[src/rtl/contador_displays.sv]
// MM:SS run-time counter advanced by rising edges of a slow tick, with a
// four-digit common-anode seven-segment scan driver.
module contador_displays #(
  parameter int unsigned SCAN_DIV = 100000
) (
  input  logic        clock_in,
  input  logic        reset_n,
  input  logic        tick_in,
  input  logic        pausa,
  input  logic        clear,
  output logic [15:0] digits,
  output logic        rollover,
  output logic [3:0]  an,
  output logic [6:0]  seg,
  output logic        dp
);

  localparam int unsigned CNT_W = $clog2(SCAN_DIV);
  localparam logic [CNT_W-1:0] SCAN_LAST = CNT_W'(SCAN_DIV - 1);

  logic             tick_q;
  logic             tick_pulse;
  logic [15:0]      digits_q, digits_d, digits_inc;
  logic             rollover_q, rollover_d;
  logic [CNT_W-1:0] scan_cnt_q, scan_cnt_d;
  logic [1:0]       sel_q, sel_d;
  logic [3:0]       an_q, an_d;
  logic [6:0]       seg_q, seg_d;
  logic             dp_q, dp_d;
  logic [3:0]       digit_sel;

  // tick_q resets high so a tick already high at reset release is not counted
  assign tick_pulse = tick_in & ~tick_q;

  // Ripple BCD increment with per-digit limits 9, 5, 9, 5
  always_comb begin
    digits_inc = digits_q;
    if (digits_q[3:0] != 4'd9) begin
      digits_inc[3:0] = digits_q[3:0] + 4'd1;
    end else begin
      digits_inc[3:0] = '0;
      if (digits_q[7:4] != 4'd5) begin
        digits_inc[7:4] = digits_q[7:4] + 4'd1;
      end else begin
        digits_inc[7:4] = '0;
        if (digits_q[11:8] != 4'd9) begin
          digits_inc[11:8] = digits_q[11:8] + 4'd1;
        end else begin
          digits_inc[11:8] = '0;
          if (digits_q[15:12] != 4'd5) begin
            digits_inc[15:12] = digits_q[15:12] + 4'd1;
          end else begin
            digits_inc[15:12] = '0;
          end
        end
      end
    end
  end

  always_comb begin
    digits_d   = digits_q;
    rollover_d = 1'b0;
    if (clear) begin
      digits_d = '0;
    end else if (tick_pulse && !pausa) begin
      digits_d   = digits_inc;
      rollover_d = (digits_q == 16'h5959);
    end
  end

  always_comb begin
    scan_cnt_d = scan_cnt_q + CNT_W'(1);
    sel_d      = sel_q;
    if (scan_cnt_q == SCAN_LAST) begin
      scan_cnt_d = '0;
      sel_d      = sel_q + 2'd1;
    end
  end

  always_comb begin
    case (sel_q)
      2'd0:    digit_sel = digits_q[3:0];
      2'd1:    digit_sel = digits_q[7:4];
      2'd2:    digit_sel = digits_q[11:8];
      default: digit_sel = digits_q[15:12];
    endcase
  end

  // Segment order {g,f,e,d,c,b,a}, active low; non-BCD codes blank
  always_comb begin
    case (digit_sel)
      4'd0:    seg_d = 7'b1000000;
      4'd1:    seg_d = 7'b1111001;
      4'd2:    seg_d = 7'b0100100;
      4'd3:    seg_d = 7'b0110000;
      4'd4:    seg_d = 7'b0011001;
      4'd5:    seg_d = 7'b0010010;
      4'd6:    seg_d = 7'b0000010;
      4'd7:    seg_d = 7'b1111000;
      4'd8:    seg_d = 7'b0000000;
      4'd9:    seg_d = 7'b0010000;
      default: seg_d = 7'b1111111;
    endcase
  end

  always_comb begin
    an_d = ~(4'b0001 << sel_q);
    dp_d = ~((sel_q == 2'd2) && tick_q);
  end

  always_ff @(posedge clock_in) begin
    if (!reset_n) begin
      tick_q     <= 1'b1;
      digits_q   <= '0;
      rollover_q <= 1'b0;
      scan_cnt_q <= '0;
      sel_q      <= '0;
      an_q       <= '1;
      seg_q      <= '1;
      dp_q       <= 1'b1;
    end else begin
      tick_q     <= tick_in;
      digits_q   <= digits_d;
      rollover_q <= rollover_d;
      scan_cnt_q <= scan_cnt_d;
      sel_q      <= sel_d;
      an_q       <= an_d;
      seg_q      <= seg_d;
      dp_q       <= dp_d;
    end
  end

  assign digits   = digits_q;
  assign rollover = rollover_q;
  assign an       = an_q;
  assign seg      = seg_q;
  assign dp       = dp_q;

endmodule

[config.mk]
export PLATFORM = sky130hd
export DESIGN_NAME = contador_displays
export DESIGN_NICKNAME = d
export VERILOG_FILES = /design/src/rtl/contador_displays.sv
export SDC_FILE = /design/constraint.sdc
export NUM_CORES = 1
export LEC_CHECK = 0
export BUFFER_PORTS_ARGS = -buffer_cell sky130_fd_sc_hd__buf_4
export CAP_MARGIN = 20
export CORE_MARGIN = 2
export CORE_UTILIZATION = 40
export CTS_CLUSTER_DIAMETER = 200
export DETAILED_ROUTE_END_ITERATION = 6
export SYNTH_ARGS = -nofsm -noshare
export SYNTH_HDL_FRONTEND = slang
export SYNTH_SLANG_ARGS = --single-unit
[constraint.sdc]
create_clock -name clock_in -period 4.3 [get_ports clock_in]
set_input_delay 0.43 -clock clock_in [delete_from_list [all_inputs] [get_ports clock_in]]
set_output_delay 0.43 -clock clock_in [all_outputs]
set_load 0.05 [all_outputs]
-- Word level (Yosys, flattened, before mapping)
Memory sizes are Yosys's and may differ from the RTL's. A register that Yosys moved wholly into a read port is not among the register bits.
Index checks and enable logic that the tools add are counted.
- add/sub/neg operators: 6
- eq/ne operators: 8
- shifts and indexed selects: 1
- muxes and demuxes: 5
- bitwise gates (word level): 9
- reductions and logical operators: 11
- operators with widths (operator ; number):
    $add A17 B1 Y17 const B ; 1
    $eq A17 B17 Y1 const B ; 1
    $add A4 B1 Y4 const B ; 4
    $eq A16 B15 Y1 const B ; 1
    $mux W4 ; 4
    $pmux W4 S3 ; 1
    $ne A4 B3 Y1 const B ; 2
    $ne A4 B4 Y1 const B ; 2
    $not A1 Y1 ; 7
    $not A4 Y4 ; 1
    $reduce_and A4 Y1 ; 1
    $reduce_or A2 Y1 ; 2
    $shl A1 B2 Y4 const A ; 1
    $reduce_and A3 Y1 ; 1
    $reduce_or A3 Y1 ; 1
    $add A2 B1 Y2 const B ; 1
    $eq A2 B1 Y1 const B ; 1
    $eq A2 B2 Y1 const B ; 1
    $logic_and A1 B1 Y1 ; 2
    $logic_not A1 Y1 ; 2
    $logic_not A2 Y1 ; 1
    $reduce_and A2 Y1 ; 1
    $and A1 B1 Y1 ; 1
- flip-flop bits (word level): 42
- ROM bits: 112
- output and inout port bits: 29
- memories: 1
- memories (memory ; depth ; width ; rd ports ; clocked after memory_dff ; write ports ; line ; text):
    (name not given) ; 16 ; 7 ; 1 ; 1 ; 0 ; 91 ; case (digit_sel)

-- Logic depth before layout (Yosys ltp)
- word-level depth: 5
- mapped depth: 8
- depth with buffers taken out: 8

-- Worst setup path before layout
No wires, ideal clock.
- path kind: register to register
- start: register digits_q[5], in the netlist digits[5]
- end: register seg_q[3], in the netlist seg[3]
- arrival: 1.864 ns
- required time: 4.161 ns
- setup slack: 2.296 ns
- stages on the path, launching flop included: 6
- path through: dfxtp_1 > a222oi_1 > mux2i_1 > ha_1 > o21ai_0 > nand4_1
- cells in the longest elaborated chain, start to end: 1
- RTL lines (item ; line ; text):
    from (decl) ; 23 ; logic [15:0] digits_q, digits_d, digits_inc;
    from (signal assigned) ; 123 ; digits_q <= digits_d;
    $pmux W4 S3 ; 81 ; case (sel_q)
    to (decl) ; 28 ; logic [6:0] seg_q, seg_d;
Every way passes these cells.
A chain may end at the register's enable or synchronous reset.

-- Worst setup path after layout
- start: register sel_q[0]
- end: register seg_q[3], in the netlist seg[3]
- cells in the longest elaborated chain, start to end: 2
- RTL lines (item ; line ; text):
    from (decl) ; 26 ; logic [1:0] sel_q, sel_d;
    from (signal assigned) ; 126 ; sel_q <= sel_d;
    $eq A2 B2 Y1, or another cell as far along ; 81 ;
    $pmux W4 S3 (*) ; 81 ;
Every way passes the cells marked *; elsewhere a longest branch is shown, timed or not.

==> flow_summary.ini <==
[status]
status = completed

[timing]
rsz0062_at_grt = false
finalMaxSlewViolations = 0
worst_pin_slew_ps = 691
hold_viol_final = 0
maxSlewHeadroom_pct = 53.9
finalSetupViolations = 0
fmax_mhz = 447
worst_slack_ps = 2060
period_needed_ps = 2240
finalCritPeriodShare_pct = 52.1
tns_ps = 0
skew_ps = 10.1

[logic_synthesis]
synth_cells = 258
avgSynthCellArea_um2 = 8.99
yosysTopAreaCell = dfxtp_1
ys_types = 45
async_flop_share_pct = 0
synth_top_area_share_pct = 42.3
yosys_most_used_dff = dfxtp_1
yosys_warnings = 0
syn_area_mm2 = 0.00232
synth_edf_count = 0
synth.net_count = 272
synthTopCellsByArea = dfxtp_1 42%, ha_1 4.9%, nor2_1 4.5%
synth_seq_cells = 49
ys_seq_area_share_pct = 42.3

[drt]
drc = 0
dr.pass1.iters = 4
viasPerCell = 5.36
finalWirelength_um = 4850
postRouteAntennaNets = 0
dr.first_iter.drc_count = 83
via_count = 1947
wl_per_cell_um = 13.4

[clock_network]
tritoncts = done
path_clk_slew_ps = 90
cts_setup_buffers = 0
htreeDepth = 2
root_buffer = clkbuf_8
cts_buffers = 5
clock_sinks = 49
cts_resized = 0
cts_hold_buf = 0
clock_latency_ps = 300
ctsLongestPathBuffers = 2

[floorplan]
rows = 27
die_area_mm2 = 0.00642
die_x_um = 80.2
start_util_pct = 41.9
core_area_mm2 = 0.00554
num_io_pins = 34
die_y_um = 80.2

[pwr]
p_leak_nw = 1.01
p_per_area_mw_per_mm2 = 288
power_w = 0.000779
ir_drop_mv = 0.121

[place]
gp_congestion = 0.822
place_hpwl_um = 3450
pre_cts_ws_ps = 2110
portBuffers = 33

[flow_run]
max-cap-violations = 0

[critical_path]
critical_path.endpoint_type = register
startpoint = sel_q[0]
r2r-start = sel_q[0]
crit_fanout = 8
critPathArrivalTime_ps = 2410
cp.required_ps = 4470
worstSetupPathType = reg2reg
worstSetupStartpointType = register

[grt]
globalRouteTotalUtil_pct = 15.7
grt_overflow = 0
grt_pass1_wl_um = 8080
antenna_found_initial = 0
first_global_vias = 1735
grt_max_degree = 18

[cells_and_area]
synthToLayoutAreaGrowth_pct = 16.5
nNetsFinal = 305
drive_above_1_share_pct = 17.2
num_antenna_cells = 0

[hold_path]
min-delay-start = tick_in
hold_path.class = in2reg
[through the flow]
| step | util, % | std cells | area [um^2] | hold WS (ps) |
|---|---|---|---|---|
| after floorplan | - | 258 | 2320 | 377 |
| after global placement | 47.2 | 356 | 2620 | 441 |
| after detailed placement | 47.2 | 356 | 2620 | 425 |
| after CTS | 48.8 | 363 | 2700 | 329 |
| after global routing | 48.8 | 363 | 2700 | 338 |
| final | 48.8 | 363 | 2700 | 324 |
[kinds of logic (layout without fill, tap and decap cells)]
logic type	Yosys count	in the layout	synth area share, %
XOR/XNOR	18	18	6.80
multiplexers	9	9	3.94
buffers and inverters	21	54	4.10
flip-flops	49	49	42.3
AND/OR/NAND/NOR	107	107	26.2
adder cells (fa/ha/maj)	9	9	4.85
AO/OA/AOI/OAI	45	45	11.9
[sequential cells by signal, summed over array words and instances, names as in the netlist]
name,flops
sel_q,2
digits,16
an,4
scan_cnt_q,17
rollover,1
dp,1
seg,7
tick_q,1
[layout make-up]
class	count	area, um^2
inverter	14	52.6
fill	570	2840
sequential	49	981
tap	72	90.1
multi-input combinational	188	1240
timing repair buffer	33	248
clock buffer	7	86.3
[placed cells by master (no fill, tap or decap), drive strengths merged, types with 2 or more instances in the layout]
| cell type | count |
|---|---|
| dfxtp | 49 |
| buf | 33 |
| nor2 | 28 |
| nand2 | 20 |
| o21ai | 18 |
| nand3 | 15 |
| inv | 14 |
| a21oi | 12 |
| xor2 | 10 |
| ha | 9 |
| nand4 | 9 |
| mux2i | 8 |
| xnor2 | 8 |
| clkbuf | 7 |
| nor3 | 4 |
| or4 | 4 |
| and4 | 4 |
| a222oi | 3 |
| a22oi | 3 |
| and4bb | 3 |
| nor4 | 3 |
| o211ai | 3 |
| or3 | 3 |
| nor3b | 3 |
| and2 | 2 |
| nand2b | 2 |
| a211oi | 2 |
| nor2b | 2 |
| and3 | 2 |
[where the power goes]
| group | internal, W | leakage [nW] | switching, W |
|---|---|---|---|
| logic | 0.0000126 | 0.566 | 0.0000290 |
| clock network | 0.000128 | 0.0443 | 0.000145 |
| registers | 0.000460 | 0.398 | 0.00000378 |
| total | 0.000601 | 1.01 | 0.000178 |
[Yosys cell counts (3+ instances only)]
cell type	n
nand3_1	14
nor4_1	3
nand2_1	20
or4_1	4
a222oi_1	3
ha_1	9
xor2_1	10
dfxtp_1	49
inv_1	14
nor3_1	4
a21oi_1	12
o21ai_0	17
nor2_1	28
xnor2_1	8
o211ai_1	3
and4bb_2	3
and4_1	3
nand4_1	8
a22oi_1	3
mux2i_1	8
clkbuf_1	3
[layer usage]
metal	GRT usage [%]	wire [um]	vias up
met5	0	0	-
met4	4.41	55	0
met3	4.04	278	5
met2	25.1	2190	47
met1	20.9	2320	915
li1	-	-	980
[path summary, 6_finish.rpt]
| path | slack, ps | depth (start not counted) | to |
|---|---|---|---|
| min reg2reg | 460 | 1 | scan_cnt_q[0] |
| min | 320 | 2 | tick_q |
| max reg2reg | 2060 | 7 | seg[3] |
| max | 2060 | 7 | seg[3] |
[critical path, stage by stage, from the launching register on]
cell and delay, ps:
dfxtp_1 420, inv_1 100, ha_1 290, a222oi_1 350, mux2i_1 290, ha_1 370, o21ai_0 170, nand4_1 120
Power figures use the tool's default switching activity.
